==> src/rtl/signed_divider_if.sv <==
`default_nettype none
// ============================================================================
//  Module      : signed_divider_if
//  Description : Start/done handshake and operand/result bundle between the
//                execute stage (master) and the multi-cycle divider (slave).
//                When SIGNED_DIVIDER_UNSIGNED_EN is defined, the bundle also
//                carries the is_unsigned qualifier.
//  Revision    : 1.0  initial release
// ============================================================================
interface signed_divider_if #(
    parameter int WIDTH = 32
);
    logic             start;
    logic [WIDTH-1:0] dividend;
    logic [WIDTH-1:0] divisor;
`ifdef SIGNED_DIVIDER_UNSIGNED_EN
    logic             is_unsigned;
`endif
    logic             busy;
    logic             done;
    logic [WIDTH-1:0] quotient;
    logic [WIDTH-1:0] remainder;
    logic             div_by_zero;

    modport master (
        output start,
        output dividend,
        output divisor,
`ifdef SIGNED_DIVIDER_UNSIGNED_EN
        output is_unsigned,
`endif
        input  busy,
        input  done,
        input  quotient,
        input  remainder,
        input  div_by_zero
    );

    modport slave (
        input  start,
        input  dividend,
        input  divisor,
`ifdef SIGNED_DIVIDER_UNSIGNED_EN
        input  is_unsigned,
`endif
        output busy,
        output done,
        output quotient,
        output remainder,
        output div_by_zero
    );
endinterface
`default_nettype wire

==> src/rtl/signed_divider.sv <==
`default_nettype none
// ============================================================================
//  Module      : signed_divider
//  Description : Multi-cycle WIDTH-bit signed integer divider, restoring
//                shift-subtract, one quotient bit per clock. Quotient is
//                truncated toward zero, remainder takes the dividend's sign.
//                Start to done latency is WIDTH+2 cycles.
//                Optional macro SIGNED_DIVIDER_UNSIGNED_EN adds is_unsigned
//                (DIVU support).
//  Revision    : 1.0  initial release
// ============================================================================
module signed_divider #(
    parameter int WIDTH = 32
) (
    input  wire logic           clk,
    input  wire logic           reset,
    signed_divider_if.slave     bus
);

    localparam int                  c_CNT_W = $clog2(WIDTH + 1);
    localparam logic [c_CNT_W-1:0]  c_LAST  = c_CNT_W'(WIDTH - 1);
    localparam logic [c_CNT_W-1:0]  c_ONE   = c_CNT_W'(1);

    localparam logic [1:0] c_IDLE = 2'd0;
    localparam logic [1:0] c_RUN  = 2'd1;
    localparam logic [1:0] c_FIX  = 2'd2;
    localparam logic [1:0] c_DONE = 2'd3;

    logic [1:0]         r_state;
    logic [1:0]         w_state_next;

    logic [WIDTH-1:0]   r_rem;          // partial remainder (magnitude)
    logic [WIDTH-1:0]   r_quo;          // dividend bits shifting out, quotient bits shifting in
    logic [WIDTH-1:0]   r_dvs;          // |divisor|
    logic [WIDTH-1:0]   r_dvd_orig;     // original dividend, returned on divide-by-zero
    logic               r_neg_q;
    logic               r_neg_r;
    logic               r_dz;
    logic [c_CNT_W-1:0] r_cnt;

    logic [WIDTH-1:0]   r_quotient;
    logic [WIDTH-1:0]   r_remainder;
    logic               r_div_by_zero;

    logic               w_busy;
    logic               w_done;

    logic               w_signed;
    logic               w_neg_dvd;
    logic               w_neg_dvs;
    logic [WIDTH-1:0]   w_abs_dvd;
    logic [WIDTH-1:0]   w_abs_dvs;
    logic [WIDTH:0]     w_shift;
    logic [WIDTH+1:0]   w_diff;
    logic               w_ge;
    logic [WIDTH-1:0]   w_rem_next;
    logic [WIDTH-1:0]   w_quo_next;

`ifdef SIGNED_DIVIDER_UNSIGNED_EN
    assign w_signed = ~bus.is_unsigned;
`else
    assign w_signed = 1'b1;
`endif

    // Operand magnitudes; the most negative value maps to 2^(WIDTH-1) unsigned.
    assign w_neg_dvd = w_signed & bus.dividend[WIDTH-1];
    assign w_neg_dvs = w_signed & bus.divisor[WIDTH-1];
    assign w_abs_dvd = w_neg_dvd ? (~bus.dividend + 1'b1) : bus.dividend;
    assign w_abs_dvs = w_neg_dvs ? (~bus.divisor + 1'b1) : bus.divisor;

    // One restoring step: shift in the next dividend bit, trial-subtract with
    // an extra guard bit so the borrow decides the quotient bit.
    assign w_shift    = {r_rem, r_quo[WIDTH-1]};
    assign w_diff     = {1'b0, w_shift} - {2'b00, r_dvs};
    assign w_ge       = ~w_diff[WIDTH+1];
    assign w_rem_next = w_ge ? w_diff[WIDTH-1:0] : w_shift[WIDTH-1:0];
    assign w_quo_next = {r_quo[WIDTH-2:0], w_ge};

    // State register.
    always_ff @(posedge clk) begin
        if (reset) begin
            r_state <= c_IDLE;
        end else begin
            r_state <= w_state_next;
        end
    end

    // Next-state logic: start honoured only in IDLE.
    always_comb begin
        w_state_next = r_state;
        case (r_state)
            c_IDLE:  if (bus.start) w_state_next = c_RUN;
            c_RUN:   if (r_cnt == c_LAST) w_state_next = c_FIX;
            c_FIX:   w_state_next = c_DONE;
            c_DONE:  w_state_next = c_IDLE;
            default: w_state_next = c_IDLE;
        endcase
    end

    // Handshake outputs decoded from the current state.
    always_comb begin
        w_busy = 1'b0;
        w_done = 1'b0;
        case (r_state)
            c_RUN, c_FIX: w_busy = 1'b1;
            c_DONE: begin
                w_busy = 1'b1;
                w_done = 1'b1;
            end
            default: ;
        endcase
    end

    // Datapath: operand capture, iteration, sign fix and result registers.
    always_ff @(posedge clk) begin
        if (reset) begin
            r_rem         <= '0;
            r_quo         <= '0;
            r_dvs         <= '0;
            r_dvd_orig    <= '0;
            r_neg_q       <= 1'b0;
            r_neg_r       <= 1'b0;
            r_dz          <= 1'b0;
            r_cnt         <= '0;
            r_quotient    <= '0;
            r_remainder   <= '0;
            r_div_by_zero <= 1'b0;
        end else begin
            case (r_state)
                c_IDLE: begin
                    if (bus.start) begin
                        r_rem      <= '0;
                        r_quo      <= w_abs_dvd;
                        r_dvs      <= w_abs_dvs;
                        r_dvd_orig <= bus.dividend;
                        r_neg_q    <= w_neg_dvd ^ w_neg_dvs;
                        r_neg_r    <= w_neg_dvd;
                        r_dz       <= (bus.divisor == '0);
                        r_cnt      <= '0;
                    end
                end
                c_RUN: begin
                    r_rem <= w_rem_next;
                    r_quo <= w_quo_next;
                    r_cnt <= r_cnt + c_ONE;
                end
                c_FIX: begin
                    // Divide-by-zero bypasses the sign fix entirely.
                    if (r_dz) begin
                        r_quotient  <= '1;
                        r_remainder <= r_dvd_orig;
                    end else begin
                        r_quotient  <= r_neg_q ? (~r_quo + 1'b1) : r_quo;
                        r_remainder <= r_neg_r ? (~r_rem + 1'b1) : r_rem;
                    end
                    r_div_by_zero <= r_dz;
                end
                default: ;
            endcase
        end
    end

    assign bus.busy        = w_busy;
    assign bus.done        = w_done;
    assign bus.quotient    = r_quotient;
    assign bus.remainder   = r_remainder;
    assign bus.div_by_zero = r_div_by_zero;

endmodule
`default_nettype wire
==> src/flat_wrapper.sv <==
// flat-port wrapper written by rule: the top's interface ports become plain ports
module signed_divider_flat 
#(
    parameter int WIDTH = 32
)
  (clk, reset, bus_start, bus_dividend, bus_divisor, bus_busy, bus_done, bus_quotient, bus_remainder, bus_div_by_zero);
  signed_divider_if #(.WIDTH(WIDTH)) bus_i ();
  input  wire logic clk;
  input  wire logic reset;
  input wire logic [$bits(bus_i.start)-1:0] bus_start;
  input wire logic [$bits(bus_i.dividend)-1:0] bus_dividend;
  input wire logic [$bits(bus_i.divisor)-1:0] bus_divisor;
  output wire logic [$bits(bus_i.busy)-1:0] bus_busy;
  output wire logic [$bits(bus_i.done)-1:0] bus_done;
  output wire logic [$bits(bus_i.quotient)-1:0] bus_quotient;
  output wire logic [$bits(bus_i.remainder)-1:0] bus_remainder;
  output wire logic [$bits(bus_i.div_by_zero)-1:0] bus_div_by_zero;
  assign bus_i.start = bus_start;
  assign bus_i.dividend = bus_dividend;
  assign bus_i.divisor = bus_divisor;
  assign bus_busy = bus_i.busy;
  assign bus_done = bus_i.done;
  assign bus_quotient = bus_i.quotient;
  assign bus_remainder = bus_i.remainder;
  assign bus_div_by_zero = bus_i.div_by_zero;
  signed_divider #(.WIDTH(WIDTH)) u_core (.clk(clk), .reset(reset), .bus(bus_i));
endmodule
==> config.mk <==
export PLATFORM = sky130hd
export DESIGN_NAME = signed_divider_flat
export DESIGN_NICKNAME = d
export VERILOG_FILES = /design/src/rtl/signed_divider_if.sv /design/src/rtl/signed_divider.sv /design/src/flat_wrapper.sv
export SDC_FILE = /design/constraint.sdc
export NUM_CORES = 1
export LEC_CHECK = 0
export ABC_AREA = 0
export BUFFER_PORTS_ARGS = -buffer_cell sky130_fd_sc_hd__buf_2
export CAP_MARGIN = 40
export CORE_ASPECT_RATIO = 0.75
export CORE_MARGIN = 2
export CORE_UTILIZATION = 35
export CTS_CLUSTER_DIAMETER = 80
export DETAILED_ROUTE_END_ITERATION = 7
export RECOVER_POWER = 50
export SLEW_MARGIN = 20
export SYNTH_ARGS = -nofsm -noshare
export SYNTH_HDL_FRONTEND = slang
export SYNTH_SLANG_ARGS = --single-unit
export TNS_END_PERCENT = 100
==> constraint.sdc <==
create_clock -name clk -period 4.1 [get_ports clk]
set_clock_uncertainty 0.05 [all_clocks]
set_input_delay 0.82 -clock clk [delete_from_list [all_inputs] [get_ports clk]]
set_output_delay 0.82 -clock clk [all_outputs]
set_load 0.01 [all_outputs]
* After elaboration in Yosys (flattened, before gate mapping)
Index checks and enable logic that the tools add are counted.
** Word-level totals
- Input bits :: 67
- Output and inout port bits :: 67
- Flip-flop bits (word level) :: 204
- Word-level logic and storage cells :: 55
** Operators by class
- Reduce and logical (&&, ||, !) cells :: 7
- Eq/ne operators :: 6
- Multiplexer cells :: 18
- Add/sub/neg operators :: 6
- Bitwise operators :: 6
** Operators by type and width (count)
- $mux W32 :: 9
- $add A32 B1 Y32 const B :: 4
- $not A32 Y32 :: 4
- $pmux W32 S2 :: 2
- $sub A33 B32 Y34 :: 1
- $logic_not A32 Y1 :: 1
- $pmux W6 S2 :: 1
- $pmux W2 S4 :: 1
- $add A6 B1 Y6 const B :: 1
- $eq A6 B5 Y1 const B :: 1
- $mux W6 :: 1
- $reduce_and A2 Y1 :: 3
- $eq A2 B2 Y1 const B :: 2
- $mux W2 :: 2
- $reduce_or A3 Y1 :: 1
- $eq A2 B1 Y1 const B :: 1
- $logic_not A2 Y1 :: 1
- $mux W1 :: 2
- $ne A2 B1 Y1 const B :: 1
- $ne A2 B2 Y1 const B :: 1
- $reduce_bool A2 Y1 :: 1
- $not A1 Y1 :: 1
- $xor A1 B1 Y1 :: 1

* Logic depth before layout (Yosys ltp)
Gate-level depths: netlist of the first run.
- Depth in word-level cells :: 5
- Gate-level depth with buffers :: 13
- Gate-level depth less buffers :: 12

* Worst setup path before layout of the first run
OpenSTA, ideal clock, no wires.
- Path kind :: input-to-reg
- Start point :: in bus_divisor[10]
- End point :: reg u_core.r_dvs[27]
- Required time :: 3.964 ns
- Arrival :: 3.470 ns
- Cell stages on the path :: 8
- Path buffers :: 0
- Path slack :: 0.494 ns
- Library setup time :: 0.086 ns
- Cell sequence :: or4_4 > or3_4 > or4_4 > or3_4 > or4_4 > o41ai_2 > xor2_1 > a211oi_1
** Between the ends
- Cells in the longest elaborated chain, start to end :: 3
** RTL lines
- from (decl) :: line flat_wrapper.sv:12 : input wire logic [$bits(bus_i.divisor)-1:0] bus_divisor;
- $not A32 Y32 :: line signed_divider.sv:69 : assign w_abs_dvs = w_neg_dvs ? (~bus.divisor + 1'b1) : bus.divisor;
- $add A32 B1 Y32 :: line signed_divider.sv:69
- $mux W32 :: line signed_divider.sv:69
- to (signal assigned) :: line signed_divider.sv:134 : r_dvs <= w_abs_dvs;
- to (decl) :: line signed_divider.sv:34 : logic [WIDTH-1:0] r_dvs;
No other way between the ends.
A chain may end at the register's enable or synchronous reset.

* Worst setup path after layout of the first run
- Start point :: reg u_core.r_quo[14]
- End point :: reg u_core.r_quotient[31], in the netlist u_core.bus.quotient[31]
** Between the ends
- Cells in the longest elaborated chain, start to end :: 4
** RTL lines
- from (decl) :: line signed_divider.sv:33 : logic [WIDTH-1:0] r_quo;
- from (signal assigned) :: line signed_divider.sv:133 : r_quo <= w_abs_dvd;
- from (signal assigned) :: line signed_divider.sv:144 : r_quo <= w_quo_next;
- $not A32 Y32 :: line signed_divider.sv:153 : r_quotient <= r_neg_q ? (~r_quo + 1'b1) : r_quo;
- $add A32 B1 Y32 :: line signed_divider.sv:153
- $mux W32 :: line signed_divider.sv:153
- $mux W32 :: line signed_divider.sv:149 : if (r_dz) begin
- to (signal assigned) :: line signed_divider.sv:153
- to (decl) :: line signed_divider.sv:41 : logic [WIDTH-1:0] r_quotient;
No other way between the ends.

==> impl_metrics.py, run 1 <==
metrics = {
    "status": {
        "status": "finished with violations",
        "violations": "capacitance limit, slew limit",
    },
    "worst_setup_path": {
        "cp_max_fo": 7,
        "crit_required_ns": 4.49,
        "crit_chain": "or4_1 > or4_1 > or3_1 > or2_2 > or3_1 > o31ai_1 > xnor2_1 > nor2_1 > a211oi_1",
        "r2r_cells": 9,
        "cpLargestDelayFamily": "simple AND/OR/NAND/NOR gates",
        "crit_path_start_kind": "flip-flop",
        "criticalPathCategory": "reg2reg",
        "cp_num_buf_inv": 0,
        "r2r_end": "u_core.bus.quotient[31]$_SDFFE_PP0P_",
        "startpoint": "u_core.r_quo[14]$_SDFFE_PP0P_",
        "cpPeakStageDelay_ns": 0.61,
        "reg2reg_slack_ns": 0.70,
        "critPathSlowestCell": "or4_1",
        "arrival_ns": 3.78,
        "endpoint_kind": "flip-flop",
        "r2r_start": "u_core.r_quo[14]$_SDFFE_PP0P_",
    },
    "yosys": {
        "synth_edf_count": 0,
        "ys_seq_area_share_pct": 34.2,
        "synthCells": 1490,
        "synth_flop_cell": "dfxtp_1",
        "synthArstFlopShare_pct": 0,
        "synth_seq_cells": 203,
        "yosysUniqueCellTypes": 57,
        "avgSynthCellArea_sq_um": 7.97,
        "syn-num-nets": 1600,
        "syn_area_sq_mm": 0.0119,
        "yosysWarnings": 0,
    },
    "clocking": {
        "ctsHoldBuffers": 0,
        "cts_post_setup_buffers_inserted": 0,
        "cts_buffers": 23,
        "clkTransAtPathRegs_ns": 0.06,
        "clk_latency_ns": 0.53,
        "clock-root-buffer": "clkbuf_16",
        "cts_resized": 0,
        "cts_tree": "done",
        "h-tree-depth": 1,
        "cts_num_sinks": 203,
        "max-clock-path-buffers": 3,
    },
    "place": {
        "dp_slack_ns": 0.208,
        "port_buffers": 133,
        "placed_cells": 2003,
        "place.gp.congestion": 0.908,
        "dp_hpwl_um": 25100,
    },
    "sta": {
        "worstMarginPinSlew_ns": 2.27,
        "finalSetupViolCount": 0,
        "rsz0062_at_grt": "no",
        "drv_slew": 76,
        "final.setup.tns_ns": 0,
        "slew_headroom_pct": -51.4,
        "fmax_ghz": 0.294,
        "fin_crit_ns": 3.40,
        "fin_crit_sh_pct": 82.9,
        "fin_ws_ns": 0.703,
        "hold_viol_final": 0,
    },
    "pwr": {
        "power.density_mw_per_mm2": 617,
        "switchingPower_w": 0.00330,
        "leakage_nw": 5.24,
        "peakVddDrop_mv": 0.281,
        "seq_power_share_pct": 32.5,
        "p_int_w": 0.00520,
        "p_total_w": 0.00850,
        "pwr-share-clk_pct": 26.4,
        "p_sw_share_pct": 38.9,
        "combinationalPowerShare_pct": 41.1,
    },
    "drt": {
        "via_per_inst": 5.45,
        "vias": 11100,
        "detail_route.wl_per_cell_um": 16.6,
        "wirelength_um": 34000,
        "first_pass_iters": 8,
        "drtIter0Drc": 966,
        "drc_errors": 0,
        "ant_nets": 0,
    },
    "global_routing": {
        "antenna_found_initial": 1,
        "grt_use_total_pct": 18.7,
        "first_global_vias": 10300,
        "grt_pass1_wl_um": 54400,
        "grt_max_degree": 82,
        "grt.overflow.total": 0,
    },
    "floorplan": {
        "core.rowCount": 58,
        "fp.coreArea_sq_mm": 0.0335,
        "initial_core_util_pct": 35.5,
        "io_pins": 134,
        "die_h_um": 164,
        "die_w_um": 217,
        "die_area_sq_mm": 0.0354,
    },
    "finish": {
        "fin_nets": 1690,
        "drive_above_1_share_pct": 9.22,
        "regArea_sq_mm": 0.00407,
        "fin_cells": 2045,
        "multi_input_comb_area_sq_mm": 0.00727,
        "num-fill-cells": 3433,
        "syn_to_final_growth_pct": 16.0,
        "insertedDiodeCount": 0,
    },
    "hold_path": {
        "min_path_cells": 2,
        "hp-class": "reg2reg",
        "min_to": "u_core.r_dvd_orig[15]$_SDFFE_PP0P_",
        "hp-start": "u_core.r_dvd_orig[15]$_SDFFE_PP0P_",
    },
    "run": {
        "max-cap-violations": 2,
    },
}
## area by class of cell
class | count | area share [%]
clock inverters | 6 | 0.972
repair buffers | 160 | 6.14
inverters | 55 | 1.50
well taps | 450 | 4.09
clock buffers | 34 | 4.99
flip-flops and latches | 203 | 29.5
multi-input cells | 1137 | 52.8
## per-stage QoR
step                area [sq um]  hold slack, ns  util [%]
finish                     13800           0.406      41.2
global route               13800           0.423      41.2
detailed placement         13000           0.398      38.9
global placement           13000           0.395      38.8
floorplan                  11900           0.375         -
CTS                        13800           0.407      41.3
## kinds of logic after synthesis
| logic type | synth area share (%) |
|---|---|
| flip-flops | 34.2 |
| XOR/XNOR | 11.0 |
| AND/OR/NAND/NOR | 18.4 |
| multiplexers | 3.80 |
| adder cells (fa/ha/maj) | 4.59 |
| AO/OA/AOI/OAI | 23.3 |
| buffers and inverters | 4.74 |
## power by group through the flow
stage	Sequential, W	Clock, W	Combinational, W
detailed placement	0.00280	0	0.00349
CTS	0.00276	0.00230	0.00351
finish	0.00276	0.00224	0.00350
global route	0.00282	0.00237	0.00390
floorplan	0.00275	0	0.00253
global placement	0.00280	0	0.00341
## cell usage after synthesis (19+ instances only)
library cell | instances | area (sq um)
a211oi_1 | 40 | 300
a21o_1 | 19 | 143
a21oi_1 | 78 | 390
a222oi_1 | 20 | 200
clkbuf_1 | 84 | 315
dfxtp_1 | 203 | 4060
ha_1 | 42 | 526
inv_1 | 55 | 206
mux2i_1 | 44 | 440
nand2_1 | 190 | 713
nor2_1 | 153 | 574
nor3_1 | 26 | 130
o21ai_0 | 104 | 521
o22ai_1 | 33 | 206
o31ai_1 | 39 | 293
xnor2_1 | 68 | 596
xor2_1 | 81 | 709
## flip-flops by register name, indices dropped and copies added, names as in the netlist
register,count
u_core.bus.quotient,32
u_core.r_state,2
u_core.r_rem,32
u_core.r_neg_q,1
u_core.bus.div_by_zero,1
u_core.r_quo,32
u_core.r_dvs,32
u_core.r_dz,1
u_core.r_neg_r,1
u_core.bus.remainder,32
u_core.r_dvd_orig,31
u_core.r_cnt,6
## how the worst max path moves through the flow
stage | slack, ns | cells past startpoint | to
final | 0.70 | 9 | u_core.bus.quotient[31]$_SDFFE_PP0P_
after global routing | 0.46 | 11 | u_core.r_quo[0]$_SDFFE_PP0P_
after CTS | 0.73 | 9 | u_core.bus.remainder[26]$_SDFFE_PP0P_
after detailed placement | 0.21 | 11 | u_core.r_dvs[30]$_SDFFE_PP0P_
after global placement | 0.26 | 9 | u_core.r_dvs[27]$_SDFFE_PP0P_
after floorplan | 0.49 | 8 | u_core.r_dvs[27]$_SDFFE_PP0P_
## layer usage
| metal | vias up | track usage, % | share of wire (%) |
|---|---|---|---|
| met3 | 42 | 3.63 | 5.5 |
| met4 | 2 | 4.39 | 2.1 |
| met2 | 256 | 29.2 | 43 |
| li1 | 5557 | - | - |
| met1 | 5282 | 26.4 | 49 |
| met5 | - | 0 | 0.021 |
## worst register-to-register path, stage by stage (launching register included)
cell	delay, ns
dfxtp_1	0.37
or4_1	0.61
or4_1	0.45
or3_1	0.40
or2_2	0.33
or3_1	0.34
o31ai_1	0.30
xnor2_1	0.19
nor2_1	0.06
a211oi_1	0.21
## placed cells by master, fill, tap and decap left out, drive strengths merged, types with 7 or more instances in the layout
master / n
nand3: 14
clkbuf: 103
nor4: 15
a32oi: 10
nand4: 11
a222oi: 20
nand2: 190
xor2: 81
a21oi: 78
o22ai: 33
a21o: 19
and2: 9
nor2: 153
o21ai: 104
dfxtp: 203
a211oi: 40
o41ai: 18
nand2b: 8
ha: 42
or3: 14
nor2b: 9
o31ai: 39
xnor2: 68
or4: 17
mux2i: 44
buf: 91
inv: 56
nor3: 26
o21a: 7
Power figures use the tool's default switching activity.
==> inputs of run 2 (changes only) <==
==> constraint.sdc (replaced) <==
create_clock -name clk -period 3 [get_ports clk]
set_clock_uncertainty 0.05 [all_clocks]
set_input_delay 0.6 -clock clk [delete_from_list [all_inputs] [get_ports clk]]
set_output_delay 0.6 -clock clk [all_outputs]
set_load 0.01 [all_outputs]
==> impl_metrics.py, run 2 (synthesis results as in run 1) <==
metrics = {
    "finish": {
        "syn_to_final_growth_pct": 27.2,
        "fin_nets": 1825,
        "final_common_cell": "dfxtp_1",
        "final_area_sq_mm": 0.0151,
        "drive_above_1_share_pct": 19.2,
        "final_cell_mix": "dfxtp_1, nand2_1, buf_4",
        "fin_cells": 2181,
        "insertedDiodeCount": 0,
    },
    "floorplan": {
        "core.rowCount": 58,
        "initial_core_util_pct": 35.5,
        "fp.coreArea_sq_mm": 0.0335,
        "io_pins": 134,
        "die_w_um": 217,
        "die_h_um": 164,
        "die_area_sq_mm": 0.0354,
    },
    "clocking": {
        "h-tree-depth": 1,
        "cts_num_sinks": 203,
        "clkTransAtPathRegs_ns": 0.06,
        "cts_tree": "done",
        "cts_buffers": 24,
        "max-clock-path-buffers": 3,
        "clock-root-buffer": "clkbuf_16",
        "clk_latency_ns": 0.53,
    },
    "sta": {
        "hold_viol_final": 0,
        "worstMarginPinSlew_ns": 1.13,
        "drv_slew": 0,
        "rsz0062_at_grt": "yes",
        "hold_ws_ns": 0.289,
        "finalSetupViolCount": 5,
        "slew_headroom_pct": 25.0,
        "fin_crit_ns": 3.06,
        "fin_ws_ns": -0.0630,
        "fin_crit_sh_pct": 102,
        "fmax_ghz": 0.326,
    },
    "status": {
        "status": "finished with violations",
        "violations": "setup timing",
    },
    "worst_setup_path": {
        "crit_path_start_kind": "input pin",
        "cp_num_buf_inv": 1,
        "criticalPathCategory": "in2reg",
        "cpLargestDelayFamily": "simple AND/OR/NAND/NOR gates",
        "r2r_start": "u_core.r_rem[10]$_SDFFE_PP0P_",
        "arrival_ns": 3.45,
        "critPathSlowestCell": "or4_4",
        "cpPeakStageDelay_ns": 0.53,
        "cp_max_fo": 4,
        "crit_chain": "buf_6 > or4_4 > or3_4 > or4_4 > or3_4 > or4_4 > o41ai_4 > xor2_1 > a211oi_1",
        "crit_required_ns": 3.39,
        "cp.depth": 9,
        "r2r_cells": 9,
        "startpoint": "bus_divisor[10]",
        "cp_common_cell": "or4_4",
        "endpoint_kind": "flip-flop",
    },
    "global_routing": {
        "antenna_found_initial": 0,
        "grt_max_degree": 89,
        "grt_use_total_pct": 19.8,
        "grt.overflow.total": 0,
        "grt_pass1_wl_um": 57600,
        "first_global_vias": 11100,
    },
    "hold_path": {
        "hp-start": "bus_dividend[6]",
        "min_path_cells": 3,
        "hp-class": "in2reg",
    },
    "drt": {
        "drtIter0Drc": 852,
        "ant_nets": 0,
        "drc_errors": 0,
        "detail_route.wl_per_cell_um": 16.3,
        "vias": 11600,
        "first_pass_iters": 6,
        "via_per_inst": 5.33,
        "wirelength_um": 35600,
    },
    "pwr": {
        "leakage_nw": 5.98,
        "peakVddDrop_mv": 0.476,
        "power.density_mw_per_mm2": 817,
    },
    "place": {
        "dp_hpwl_um": 26800,
        "place.gp.congestion": 0.845,
        "port_buffers": 133,
        "placed_cells": 2136,
        "placed_area_sq_mm": 0.0141,
    },
    "run": {
        "max-cap-violations": 0,
    },
}
-- run 2: cell types whose count changed in the layout (fill, tap and decap cells not counted), sizes merged --
| cell | before | now |
|---|---|---|
| clkbuf | 103 | 104 |
| clkinvlp | 0 | 1 |
| bufinv | 4 | 3 |
| clkinv | 1 | 3 |
| buf | 91 | 225 |
| inv | 56 | 55 |
-- run 2: what timing repair did --
action / in CTS / in global routing
hold buffers: 0 / 0
setup buffers: 0 / 3
setup endpoints to repair: 14 / 47
resized for setup: 25 / 41
pin swaps: 8 / 16
-- run 2: routing by layer --
| layer | global-route usage [%] | part of all wire, % | vias to the layer above |
|---|---|---|---|
| met5 | 0 | 0 | - |
| met4 | 4.83 | 2.1 | 0 |
| met3 | 3.13 | 5.5 | 38 |
| met2 | 31.0 | 44 | 245 |
| met1 | 28.4 | 49 | 5538 |
| li1 | - | - | 5802 |
-- run 2: layout make-up --
type	instances	area, sq um
Timing Repair Buffer	294	1860
Fill cell	3361	18400
Sequential cell	203	4070
Clock inverter	7	113
Clock buffer	35	693
Inverter	55	206
Tap cell	450	563
Multi-Input combinational cell	1137	7600
-- run 2: final timing paths --
check	end	slack, ns
worst max-delay path	u_core.r_dvs[27]$_SDFFE_PP0P_	-0.06
worst min-delay path	u_core.r_dvd_orig[6]$_SDFFE_PP0P_	0.29
worst max register to register	u_core.bus.remainder[28]$_SDFFE_PP0P_	-0.02
worst min register to register	u_core.r_dvd_orig[28]$_SDFFE_PP0P_	0.40
-- run 2: per-stage QoR --
stage	setup TNS, ns	util [%]	total power [W]	setup WS, ns
final	-0.112	45.1	0.0123	-0.0630
after global routing	-1.27	45.1	0.0132	-0.137
after CTS	-0.0789	44.9	0.0123	-0.0399
after detailed placement	-7.08	42.1	0.00922	-0.648
after global placement	-6.26	42.1	0.00912	-0.583
after floorplan	-1.76	-	0.00727	-0.386
-- run 2: report_power, final --
group / total (W) / switching (W) / internal [W]
clock: 0.00303 / 0.00118 / 0.00185
combinational: 0.00558 / 0.00316 / 0.00242
sequential: 0.00374 / 0.000459 / 0.00328
-- run 2: worst register-to-register path: cells and delay by family (launching register included) --
kind                      cells  cell delay, ns
xor gates and xnor gates      1            0.20
muxes                         1            0.16
AOI/OAI and AO/OA             2            0.34
and+or+nand+nor               5            1.83
DFF                           1            0.32
==> inputs of run 3 (changes only) <==
--- a/config.mk
+++ b/config.mk
@@ -6,13 +6,12 @@
 export NUM_CORES = 1
 export LEC_CHECK = 0
 export ABC_AREA = 0
-export BUFFER_PORTS_ARGS = -buffer_cell sky130_fd_sc_hd__buf_2
 export CAP_MARGIN = 40
 export CORE_ASPECT_RATIO = 0.75
-export CORE_MARGIN = 2
 export CORE_UTILIZATION = 35
 export CTS_CLUSTER_DIAMETER = 80
 export DETAILED_ROUTE_END_ITERATION = 7
+export DONT_BUFFER_PORTS = 1
 export RECOVER_POWER = 50
 export SLEW_MARGIN = 20
 export SYNTH_ARGS = -nofsm -noshare
==> impl_metrics.py, run 3 (synthesis results as in run 1) <==
metrics = {
    "floorplan": {
        "core.rowCount": 58,
        "die_area_sq_mm": 0.0347,
        "die_w_um": 215,
        "fp.coreArea_sq_mm": 0.0335,
        "die_h_um": 162,
        "io_pins": 134,
        "initial_core_util_pct": 35.5,
    },
    "finish": {
        "insertedDiodeCount": 0,
        "fin_nets": 1679,
        "num-fill-cells": 3322,
        "final_cell_mix": "dfxtp_1, nand2_1, nor2_1",
        "syn_to_final_growth_pct": 20.7,
        "drive_above_1_share_pct": 15.3,
        "fin_cells": 2034,
        "final_common_cell": "dfxtp_1",
    },
    "sta": {
        "drv_slew": 0,
        "rsz0062_at_grt": "yes",
        "fin_ws_ns": -0.0345,
        "slew_headroom_pct": 31.9,
        "fin_crit_sh_pct": 101,
        "hold_viol_final": 0,
        "hold_ws_ns": 0.104,
        "worstMarginPinSlew_ns": 1.02,
        "finalSetupViolCount": 4,
        "final.setup.tns_ns": -0.0704,
        "fin_crit_ns": 3.03,
        "fmax_ghz": 0.330,
    },
    "global_routing": {
        "antenna_found_initial": 0,
        "first_global_vias": 10600,
        "grt_pass1_wl_um": 57100,
        "grt_max_degree": 177,
        "grt.overflow.total": 0,
        "grt_use_total_pct": 20.2,
    },
    "worst_setup_path": {
        "endpoint_kind": "flip-flop",
        "cpLargestDelayFamily": "simple AND/OR/NAND/NOR gates",
        "cpPeakStageDelay_ns": 0.59,
        "crit_chain": "or4_4 > or3_4 > or3_4 > or4_4 > o41ai_4 > xor2_1 > nor2_1 > a21oi_1 > o22ai_1",
        "arrival_ns": 3.39,
        "startpoint": "u_core.r_rem[10]$_SDFFE_PP0P_",
        "crit_path_start_kind": "flip-flop",
        "r2r_end": "u_core.bus.remainder[26]$_SDFFE_PP0P_",
        "crit_required_ns": 3.36,
        "critPathSlowestCell": "or4_4",
        "criticalPathCategory": "reg2reg",
        "reg2reg_slack_ns": -0.03,
        "cp_max_fo": 4,
        "cp_num_buf_inv": 0,
        "r2r_cells": 9,
        "r2r_start": "u_core.r_rem[10]$_SDFFE_PP0P_",
    },
    "place": {
        "placed_cells": 1992,
        "port_buffers": 0,
        "dp_hpwl_um": 26000,
        "place.gp.congestion": 0.859,
    },
    "pwr": {
        "leakage_nw": 5.54,
        "combinationalPowerShare_pct": 43.1,
        "peakVddDrop_mv": 0.435,
        "switchingPower_w": 0.00464,
        "p_int_w": 0.00745,
        "pwr-share-clk_pct": 25.3,
        "power.density_mw_per_mm2": 844,
        "p_sw_share_pct": 38.4,
        "seq_power_share_pct": 31.7,
    },
    "drt": {
        "wirelength_um": 35200,
        "vias": 11100,
        "detail_route.wl_per_cell_um": 17.3,
        "first_pass_iters": 6,
        "drc_errors": 0,
        "via_per_inst": 5.43,
        "ant_nets": 0,
        "drtIter0Drc": 825,
    },
    "clocking": {
        "cts_num_sinks": 203,
        "cts_tree": "done",
        "h-tree-depth": 1,
        "clock-root-buffer": "clkbuf_16",
        "max-clock-path-buffers": 3,
        "clkTransAtPathRegs_ns": 0.06,
        "ctsHoldBuffers": 0,
        "cts_buffers": 24,
        "clk_latency_ns": 0.54,
    },
    "run": {
        "max-cap-violations": 0,
    },
    "status": {
        "status": "finished with violations",
        "violations": "setup timing",
    },
    "hold_path": {
        "hp-start": "reset",
        "min_to": "u_core.bus.div_by_zero$_SDFFE_PP0P_",
        "min_path_cells": 1,
        "hp-class": "in2reg",
    },
}
run 3: cell count changes in the layout (fill, tap and decap cells not counted), moves of 3 or more:
cell      previous run  this run
a211oi_2             5         2
buf_2               64         0
buf_4              154       141
clkbuf_1            75         8
dfxtp_1            197       200
dfxtp_2              6         3
o21ai_1              6         9
run 3: through the flow:
| stage | setup WS, ns | utilization, % | area, sq um | total power, W |
|---|---|---|---|---|
| 2_1_floorplan | -0.386 | - | 11900 | 0.00727 |
| 3_3_place_gp | -0.494 | 39.8 | 13300 | 0.00881 |
| 3_5_place_dp | -0.599 | 39.8 | 13300 | 0.00890 |
| 4_1_cts | -0.00110 | 42.5 | 14200 | 0.0121 |
| 5_1_grt | -0.132 | 42.8 | 14300 | 0.0130 |
| 6_report | -0.0345 | 42.8 | 14300 | 0.0121 |
run 3: worst max-delay path by stage:
stage,end,cells past startpoint
floorplan,u_core.r_dvs[27]$_SDFFE_PP0P_,8
global placement,u_core.r_dvs[27]$_SDFFE_PP0P_,8
detailed placement,u_core.r_dvs[27]$_SDFFE_PP0P_,8
CTS,u_core.bus.remainder[28]$_SDFFE_PP0P_,9
global route,u_core.bus.remainder[28]$_SDFFE_PP0P_,9
finish,u_core.bus.remainder[26]$_SDFFE_PP0P_,9
run 3: cell type report:
class	count	area [sq um]	share of cell area (%)
Sequential cell	203	4070	28.4
Tap cell	450	563	3.93
Clock buffer	34	699	4.88
Inverter	55	206	1.44
Multi-Input combinational cell	1137	7540	52.6
Timing Repair Buffer	148	1140	7.94
Clock inverter	7	113	0.786
run 3: power groups by stage:
stage	clock network, W	logic, W	registers, W
after floorplan	0	0.00350	0.00376
after global placement	0	0.00494	0.00387
after detailed placement	0	0.00502	0.00388
after CTS	0.00314	0.00510	0.00383
after global routing	0.00326	0.00580	0.00391
final	0.00305	0.00521	0.00383
run 3: layer usage:
layer  global-route usage [%]  routed length [um]  part of all wire, %
met3                     5.24                2270                  6.4
met4                     4.32                 640                  1.8
met1                     27.7               17000                   48
met2                     31.7               15300                   44
met5                        0                   0                    0
run 3: what timing repair did:
item	in CTS	in global routing
resized for setup	21	30
setup endpoints to repair	13	45
pin swaps	3	10
setup buffers	0	1
